[config.mk]
export PLATFORM = sky130hd
export DESIGN_NAME = data_memory_ctrl
export DESIGN_NICKNAME = d
export VERILOG_FILES = /design/src/rtl/data_memory_ctrl.sv
export SDC_FILE = /design/constraint.sdc
export NUM_CORES = 1
export LEC_CHECK = 0
export CAP_MARGIN = 15
export CORE_MARGIN = 5
export CORE_UTILIZATION = 55
export CTS_CLUSTER_DIAMETER = 150
export DETAILED_ROUTE_END_ITERATION = 16
export PLACE_DENSITY = 0.71
export SLEW_MARGIN = 20
export SYNTH_ARGS = -nofsm -noshare
export SYNTH_HDL_FRONTEND = slang
export SYNTH_SLANG_ARGS = --single-unit
[constraint.sdc]
create_clock -name clock -period 2.2 [get_ports clock]
set_input_delay 0.22 -clock clock [delete_from_list [all_inputs] [get_ports clock]]
set_output_delay 0.22 -clock clock [all_outputs]
set_load 0.1 [all_outputs]
[src/rtl/data_memory_ctrl.sv]
// Parametrised synchronous data memory with a registered read and valid strobe.
// Includes an address range check and a hardware zero-fill after reset or on clear.
module data_memory_ctrl #(
   parameter int DATA_WIDTH     = 8,
   parameter int ADDR_WIDTH     = 8,
   parameter int DEPTH          = 31,
   parameter int CLEAR_ON_RESET = 1
) (
   input  logic                  clock,
   input  logic                  reset_n,
   input  logic [ADDR_WIDTH-1:0] address,
   input  logic [DATA_WIDTH-1:0] writeData,
   input  logic                  MemRead,
   input  logic                  MemWrite,
   input  logic                  clear,
   output logic [DATA_WIDTH-1:0] dataOut,
   output logic                  dataValid,
   output logic                  addrError,
   output logic                  ready
);

   localparam int IW = (DEPTH > 1) ? $clog2(DEPTH) : 1;
   localparam logic [ADDR_WIDTH:0] LP_DEPTH = (ADDR_WIDTH+1)'(DEPTH);
   localparam logic [IW-1:0] LP_LAST = IW'(DEPTH - 1);

   typedef enum logic {
      S_CLEAR = 1'b0,
      S_IDLE  = 1'b1
   } state_t;

   state_t                r_state;
   state_t                w_next;
   logic [IW-1:0]         r_ptr;
   logic                  r_fill_en;
   logic [DATA_WIDTH-1:0] r_mem [DEPTH];
   logic [DATA_WIDTH-1:0] r_dout;
   logic                  r_valid;
   logic                  r_err;

   logic                  w_acc;
   logic                  w_rd;
   logic                  w_inrange;
   logic [IW-1:0]         w_idx;
   logic                  w_fill;
   logic                  w_we;
   logic [IW-1:0]         w_waddr;
   logic [DATA_WIDTH-1:0] w_wdata;

   // Full-width compare so out-of-range addresses never alias onto real words
   assign w_inrange = ({1'b0, address} < LP_DEPTH);
   assign w_idx     = address[IW-1:0];
   assign w_acc     = ready & (MemRead | MemWrite);
   assign w_rd      = w_acc & MemRead;
   assign w_fill    = (r_state == S_CLEAR) & r_fill_en;

   // Single write port shared by the fill engine and normal writes
   assign w_we    = w_fill | (w_acc & MemWrite & w_inrange);
   assign w_waddr = w_fill ? r_ptr : w_idx;
   assign w_wdata = w_fill ? '0 : writeData;

   always_ff @(posedge clock or negedge reset_n) begin
      if (!reset_n) begin
         r_state <= S_CLEAR;
      end else begin
         r_state <= w_next;
      end
   end

   always_comb begin
      w_next = r_state;
      unique case (r_state)
         S_CLEAR: begin
            if (!r_fill_en || (r_ptr == LP_LAST)) begin
               w_next = S_IDLE;
            end
         end
         S_IDLE: begin
            if (clear) begin
               w_next = S_CLEAR;
            end
         end
         default: w_next = S_CLEAR;
      endcase
   end

   always_comb begin
      ready = (r_state == S_IDLE);
   end

   // A clear request always fills, even when the post-reset fill is skipped
   always_ff @(posedge clock or negedge reset_n) begin
      if (!reset_n) begin
         r_ptr     <= '0;
         r_fill_en <= (CLEAR_ON_RESET != 0);
      end else if ((r_state == S_IDLE) && clear) begin
         r_ptr     <= '0;
         r_fill_en <= 1'b1;
      end else if (w_fill) begin
         r_ptr <= r_ptr + IW'(1);
      end
   end

   always_ff @(posedge clock) begin
      if (w_we) begin
         r_mem[w_waddr] <= w_wdata;
      end
   end

   always_ff @(posedge clock or negedge reset_n) begin
      if (!reset_n) begin
         r_dout  <= '0;
         r_valid <= 1'b0;
         r_err   <= 1'b0;
      end else begin
         r_valid <= w_rd;
         r_err   <= w_acc & ~w_inrange;
         if (w_rd) begin
            if (!w_inrange) begin
               r_dout <= '0;
            end else if (MemWrite) begin
               r_dout <= writeData;
            end else begin
               r_dout <= r_mem[w_idx];
            end
         end
      end
   end

   assign dataOut   = r_dout;
   assign dataValid = r_valid;
   assign addrError = r_err;

endmodule

=== Word-level counts from Yosys, hierarchy flattened ===
Memories as Yosys holds them, arrays and structs flattened.
Cells that the tools add are included.

* Memory bits (read-only): 0
* Output and inout port bits: 11
* Register bits: 16
* Latch bits: 0
* Memories kept: 1
* Bits of input ports: 21
* Logic and storage cells: 31
* Memory bits (writable): 248

* Equality and inequality tests: 1
* Bitwise logic cells: 9
* Div/mod/pow operators: 0
* Reduce and logical (&&, ||, !) cells: 2
* Multiplexer cells: 11
* Magnitude comparators: 1
* Add/sub/neg operators: 1
* Shifts and indexed selects: 0
* $mul: 0

{| class="wikitable"
|+ Memory list
! name !! depth !! bits a word !! rd ports !! clocked after memory_dff !! wr ports !! RTL line !! text
|-
| r_mem || 31 || 8 || 1 || 0 || 1 || 35 || <nowiki>logic [DATA_WIDTH-1:0] r_mem [DEPTH];</nowiki>
|}

{| class="wikitable"
|+ Operators with widths
! operator !! number
|-
| 8-bit two-way mux || 3
|-
| 5-bit two-way mux || 3
|-
| 8-bit by 5-bit < comparator with 1-bit output (second input constant) || 1
|-
| 5-bit by 1-bit adder with 5-bit output (second input constant) || 1
|-
| 1-bit bitwise AND || 5
|-
| 5-bit == test (second input constant) || 1
|-
| 1-bit two-way mux || 4
|-
| 1-bit inverter || 2
|-
| 1-bit bitwise OR || 2
|-
| 1-bit one-hot mux with 2 select lines || 1
|-
| 2-bit nonzero test || 1
|-
| 1-bit logical AND || 1
|}

=== Longest topological paths before layout ===
Gate-level depths: netlist of run 1.

* Depth after elaboration: 7
* Mapped depth: 9
* Mapped depth without buffers: 5

=== Worst setup path after synthesis of run 1 ===
Ideal clock, no wire load.

* Path type: register -> register
* From: register r_state (netlist: ready)
* To: memory r_mem[16][0] (enable)
* Cell stages (with the launch flop): 6
* Path buffers: 2
* Path slack: -603 ps
* Clock period less this slack: 2803 ps
* Arrival: 2433 ps
* Data required time: 1830 ps
* Library setup time: 370 ps
* Cells stage by stage: dfrtp_1 clkbuf_1 buf_1 mux2i_1 nand2_1 nor2_1

* Cells in the longest elaborated chain, start to end: 6
* Elaborated cells on any way between the ends: 8
* Classes of those cells: 3 x mux; 5 x bitwise

{| class="wikitable"
|+ RTL lines
! element !! RTL line !! text
|-
| start: declaration || 31 || <nowiki>state_t r_state;</nowiki>
|-
| start signal: assignment || 65 || <nowiki>r_state <= w_next;</nowiki>
|-
| 1-bit bitwise AND || 52 || <nowiki>assign w_acc = ready & (MemRead | MemWrite);</nowiki>
|-
| 1-bit bitwise AND (2 in a row) || 57 || <nowiki>assign w_we = w_fill | (w_acc & MemWrite & w_inrange);</nowiki>
|-
| 1-bit bitwise OR || 57 ||
|-
| 1-bit two-way mux || 104 || <nowiki>if (w_we) begin</nowiki>
|-
| 1-bit two-way mux (not written as such) || 105 || <nowiki>r_mem[w_waddr] <= w_wdata;</nowiki>
|-
| end: declaration || 35 ||
|}

Several ways; a longest one is shown, not always the timed one.

=== Worst setup path in the final report of run 1 ===
* From: register r_state (netlist: ready)
* To: memory r_mem[28][7] (enable)

Same word-level chain as after synthesis.

==> results.toml, run 1 <==
[power]
leakage_nw = 4.73
power.density_cell_area_mw_per_mm2 = 1060
ir_drop_mv = 0.675

[cells_and_area]
final-seq-area_mm2 = 0.00785
antennaDiodeCount = 0
layout.nets = 796
areaGrowthSynthToFinish_pct = 22.5
multi_input_area_mm2 = 0.00280
final.fill_count = 1279
fin_area_mm2 = 0.0132
fraction_of_final_layout_cells_with_drive_strength_greater_than_1 = 0.311
finish.cell_count_without_fillers = 1059

[clocking]
post_cts_resized = 2
clk_latency_ns = 0.53
number_of_levels_the_h_tree_was_split_into = 1
cts-hold-fix-buffers = 0
cts-root-buf = "sky130_fd_sc_hd__clkbuf_16"
cts_inserted_buffers = 27
clk_transition_reported_paths_ns = 0.06
cts.path.max_buffers = 3
tritoncts = "built"
num_clock_sinks = 264
cts_post_setup_buffers_inserted = 0

[status]
outcome = "finished clean"

[critical_path]
timing.setup.critical_path_class = "flop to flop"
data_arrival_time_at_the_worst_slack_endpoint_ns = 2.29
regToRegSetupSlack_ns = 0.09
crit_path_end_kind = "flop"
critical_path.startpoint = "ready"
worst_setup_path_start_kind = "flop"
reg2regPathDepth = 6
worst_path_max_fanout = 8
r2r_end = "r_mem[28][7]"
critPathRequiredTime_ns = 2.38
endpoint = "r_mem[28][7]"
rr_startpoint = "ready"

[synthesis]
synth.ff_latch_count = 264
netlist.top_cell.by_area = "sky130_fd_sc_hd__edfxtp_1"
synth_sequential_area_ratio = 0.730
syn_area_per_cell_um2 = 17.3
synthesis.yosys.warnings = 0
yosysMostFrequentCell = "sky130_fd_sc_hd__edfxtp_1"
syn-cell-area_mm2 = 0.0108
synth-main-ff-cell = "sky130_fd_sc_hd__edfxtp_1"
synth-edff-count = 248
postSynth.asyncResetShare = 0.0606
leading_cell_types_by_total_area_after_synthesis = "sky130_fd_sc_hd__edfxtp_1 (69%), sky130_fd_sc_hd__mux4_2 (7.1%), sky130_fd_sc_hd__dfrtp_1 (3.7%), sky130_fd_sc_hd__mux2i_1 (3.7%), sky130_fd_sc_hd__nor2_1 (1.6%)"
netlist-cell-type-count = 51
synth_cells = 623
synth.top_cell.area_share = 0.693
synth_top_cells_by_count = "sky130_fd_sc_hd__edfxtp_1 (248), sky130_fd_sc_hd__nor2_1 (45), sky130_fd_sc_hd__mux2i_1 (40)"
postSynthNetCount = 646

[timing]
setup_violations = 0
maxClockFrequency_mhz = 474
timing.final.max_slew_violations = 0
worst_hold_slack_ns = 0.141
rsz0062_at_grt = "no"
timing.clock.skew_ns = 0.00500
actual_transition_at_the_worst_max_transition_pin_ns = 0.760
slew_headroom = 0.492
period_needed_ns = 2.11
hold_viol = 0
layout_worst_path_cycle_share = 0.959

[drt]
drtAntennaViolNets = 0
detailroute.via_count = 6391
dr.pass1.iters = 6
route.detailed.vias_per_inst = 6.03
routed_wl_mm = 27.4
initialDrtViolationCount = 630
average_detailed_routed_wire_length_per_instance_um = 25.9
drc = 0

[placement]
place.detailed.hpwl_mm = 18.6
place.detailed.instances = 1009
portBuffers = 31
detailed_place.area_mm2 = 0.0123
gp_routability_congestion = 0.963

[global_routing]
first_pass_grt_wire_length_mm = 40.8
overflow = 0
grt_util_all_layers = 0.250
antenna_violations_before_repair = 0
grt_pass1_vias = 6362
grt_max_degree = 32

[die]
io_pins = 32
die-area_mm2 = 0.0224
fp.dieH_um = 150
fp-row-count = 51
chip_width_um = 150
floorplan.initialDensity = 0.556
fp.coreArea_mm2 = 0.0193

[worst_hold_path]
min-delay-path-class = "primary input to asynchronous set/reset pin"

[job]
timing.max_cap.violations = 0
==> layout make-up <==
cell class	count	share of cell area
Multi-Input combinational cell	315	0.213
Tap cell	265	0.0252
Clock inverter	10	0.00865
Clock buffer	40	0.0558
Timing Repair Buffer	150	0.0975
Sequential cell	264	0.596
Inverter	15	0.00428
==> stage by stage <==
stage	power, W	TNS [ns]	utilization	worst slack [ns]
5_1_grt	0.0145	0	0.681	0.00782
6_report	0.0140	0	0.681	0.0904
4_1_cts	0.0140	-0.0932	0.680	-0.0150
3_3_place_gp	0.00954	-14.15	0.636	-0.193
3_5_place_dp	0.00960	-14.21	0.636	-0.251
2_1_floorplan	0.00812	-0.326	-	-0.00687
==> state kept, by name (all words and copies together), names as in the netlist <==
name,flops
r_mem,248
dataOut,8
r_ptr,5
addrError,1
dataValid,1
ready,1
==> cells by family after synthesis <==
group | share of synthesized area
flip-flops | 0.730
AND/OR/NAND/NOR | 0.0594
buffers and inverters | 0.0213
AO/OA/AOI/OAI | 0.0558
XOR/XNOR | 0.000815
multiplexers | 0.130
adder cells (fa/ha/maj) | 0.00233
==> cell usage in the layout, fill, tap and decap left out, drive strengths merged, types with 2 or more instances in the layout <==
master and count:
o311ai 2, and2 7, o2111a 3, a221o 2
mux2 7, o21ai 15, ha 2, a211o 2
a21oi 12, o211a 2, mux2i 40, a22oi 13
mux4 40, nor2 45, a2111oi 4, nand3 11
o211ai 5, inv 15, nor3b 2, nor2b 11
a211oi 4, dfrtp 16, nand2b 8, bufinv 2
a31oi 8, edfxtp 248, clkinv 8, clkdlybuf4s50 18
o22ai 7, buf 132, nor3 11, clkbuf 40
nand2 39
==> how the worst min path moves through the flow <==
stage	startpoint	to	slack, ns	depth (start not counted)
after global placement	dataOut[0]	dataOut[0]	0.50	2
final	reset_n	dataOut[6]	0.14	1
after floorplan	reset_n	addrError	-0.08	0
after global routing	reset_n	ready	0.22	1
after detailed placement	dataOut[3]	dataOut[3]	0.51	1
after CTS	reset_n	ready	0.15	1
==> worst max-delay path: stages, from the launching register on <==
cell	delay (ns)
sky130_fd_sc_hd__dfrtp_4	0.53
sky130_fd_sc_hd__clkinv_1	0.11
sky130_fd_sc_hd__nand2_1	0.07
sky130_fd_sc_hd__o21ai_0	0.37
sky130_fd_sc_hd__nand2_1	0.16
sky130_fd_sc_hd__buf_4	0.17
sky130_fd_sc_hd__nor2_2	0.35
==> power by group <==
group          total [W]  leakage [nW]  internal [W]  switching [W]
registers        0.00645          2.52       0.00624       0.000213
logic            0.00313          1.79       0.00114        0.00199
clock network    0.00437         0.413       0.00255        0.00182
==> per-layer routing <==
| layer | up-vias | global-route usage | share of wire |
|---|---|---|---|
| li1 | 2781 | - | - |
| met2 | 329 | 0.391 | 0.47 |
| met1 | 3219 | 0.366 | 0.42 |
| met4 | 0 | 0.0723 | 0.033 |
| met5 | - | 0 | 0 |
| met3 | 62 | 0.0460 | 0.082 |
(Power assumes the default switching activity.)
==> run 2: changes to the inputs <==
Settings changed: CORE_UTILIZATION 55 to 30, PLACE_DENSITY 0.71 to 0.41.
Clock period 2.2 ns to 2.4 ns, I/O delays scaled along.
==> run 2 against run 1 <==
- setup slack improved by 0.035 ns
- critical path type unchanged
- die area rose by 77%
- total power fell by 9.1%
- first-iteration DRC count fell by 43%
- highest routed layer unchanged
- clock power fell by 2%
- maximum frequency fell by 7.3%
- sequential power fell by 7.8%
- cell count rose by 17%
==> results.toml, run 2 (synthesis gave the netlist of run 1 again) <==
[status]
outcome = "finished clean"

[critical_path]
timing.setup.critical_path_class = "flop to flop"
regToRegSetupSlack_ns = 0.13
reg2regPathDepth = 5
worst_setup_path_start_kind = "flop"
worst_path_max_fanout = 14
r2r_end = "r_mem[0][6]"
crit_path_end_kind = "flop"
critPathRequiredTime_ns = 2.55
rr_startpoint = "ready"
data_arrival_time_at_the_worst_slack_endpoint_ns = 2.42

[cells_and_area]
mostFrequentLayoutCell = "sky130_fd_sc_hd__edfxtp_1"
antennaDiodeCount = 0
areaGrowthSynthToFinish_pct = 23.0
final.fill_count = 3281
final-seq-area_mm2 = 0.00785
fraction_of_final_layout_cells_with_drive_strength_greater_than_1 = 0.268
finish.utilization = 0.373
final_cell_mix = "sky130_fd_sc_hd__edfxtp_1 (248), sky130_fd_sc_hd__buf_4 (100), sky130_fd_sc_hd__mux2i_1 (40), sky130_fd_sc_hd__nand2_1 (39), sky130_fd_sc_hd__mux4_2 (34)"
max_flop_register = "r_mem"
layout.nets = 774
largest_reg_flops = 248
finish.cell_count_without_fillers = 1234
multi_input_area_mm2 = 0.00271

[clocking]
tritoncts = "built"
clk_transition_reported_paths_ns = 0.07
cts_inserted_buffers = 28
cts-root-buf = "sky130_fd_sc_hd__clkbuf_16"
clk_latency_ns = 0.54
number_of_levels_the_h_tree_was_split_into = 1
cts.path.max_buffers = 3
cts-hold-fix-buffers = 0
num_clock_sinks = 264

[timing]
timing.clock.skew_ns = 0.0176
hold_viol = 0
timing.final.max_slew_violations = 0
period_needed_ns = 2.27
layout_worst_path_cycle_share = 0.948
slew_headroom = 0.396
actual_transition_at_the_worst_max_transition_pin_ns = 0.902
rsz0062_at_grt = "no"
maxClockFrequency_mhz = 440
worst_hold_slack_ns = 0.0341
postLayoutSetupSlackWorst_ns = 0.125
setup_violations = 0

[drt]
dr.pass1.iters = 5
drc = 0
initialDrtViolationCount = 356
drtAntennaViolNets = 0
detailroute.via_count = 6096
route.detailed.vias_per_inst = 4.94
routed_wl_mm = 29.7
average_detailed_routed_wire_length_per_instance_um = 24.0

[die]
fp.coreArea_mm2 = 0.0355
fp-row-count = 69
fp.dieH_um = 199
chip_width_um = 199
floorplan.initialDensity = 0.303
die-area_mm2 = 0.0397
io_pins = 32

[global_routing]
grt_util_all_layers = 0.149
grt_max_degree = 54
grt_pass1_vias = 6386
first_pass_grt_wire_length_mm = 43.4
overflow = 0
antenna_violations_before_repair = 0

[placement]
place.detailed.hpwl_mm = 20.7
detailedPlace.worstSlack_ns = -0.495
portBuffers = 31
place.detailed.instances = 1182
gp_routability_congestion = 0.872

[worst_hold_path]
min-delay-path-class = "primary input to asynchronous set/reset pin"

[power]
power.density_cell_area_mw_per_mm2 = 959
leakage_nw = 4.64
p_total_w = 0.0127
ir_drop_mv = 0.498

[job]
timing.max_cap.violations = 0
## run 2: cell count changes in the layout (fill, tap and decap cells not counted), sizes merged
| cell | before | now |
|---|---|---|
| buf | 132 | 109 |
| bufinv | 2 | 3 |
| clkbuf | 40 | 33 |
| clkinv | 8 | 12 |
| clkinvlp | 0 | 3 |
| inv | 15 | 16 |
## run 2: metal layers
layer | part of all wire | wire length [um] | up-vias | GRT usage
li1 | - | - | 2744 | -
met2 | 0.48 | 14100 | 122 | 0.240
met4 | 0.019 | 569 | 0 | 0.0334
met3 | 0.039 | 1140 | 42 | 0.0219
met1 | 0.47 | 13900 | 3188 | 0.216
met5 | 0 | 0 | - | 0
## run 2: report_power, final
part	switching, W	internal [W]	leakage (nW)	total, W
clock	0.00176	0.00253	0.443	0.00429
combinational	0.00161	0.000828	1.68	0.00244
sequential	0.000230	0.00572	2.52	0.00595
## run 2: layout make-up
cell class,instances,area share
Clock buffer,33,0.0560
Inverter,15,0.00426
Tap cell,461,0.0436
Clock inverter,19,0.0134
Multi-Input combinational cell,315,0.205
Timing Repair Buffer,127,0.0840
Sequential cell,264,0.594
## run 2: worst max-delay path, stage by stage (launching register included)
cell,delay (ns)
sky130_fd_sc_hd__dfrtp_4,0.51
sky130_fd_sc_hd__buf_4,0.20
sky130_fd_sc_hd__nor2_1,0.15
sky130_fd_sc_hd__a22o_1,0.18
sky130_fd_sc_hd__nand2_1,0.13
sky130_fd_sc_hd__nor2_1,0.71
## run 2: what timing repair did
item / CTS / global route
endpoints found under the setup margin: 0 / 21
setup buffers: 0 / 0
gates resized for setup: 0 / 3
## run 2: per-stage QoR
stage,cell area (um^2),setup TNS [ns]
after global routing,13200,0
final,13200,0
after CTS,13200,0
after floorplan,10800,-3.21
after detailed placement,12300,-60.07
after global placement,12300,-58.54
## run 2: worst max-delay path by stage
stage	startpoint	end	slack [ns]	depth (start not counted)
after floorplan	ready	r_mem[11][0]	-0.04	5
after global placement	address[6]	r_mem[15][2]	-0.43	8
after detailed placement	address[6]	r_mem[3][7]	-0.50	8
after CTS	ready	r_mem[3][6]	0.04	5
after global routing	address[7]	r_mem[2][3]	0.01	7
final	ready	r_mem[0][6]	0.13	5
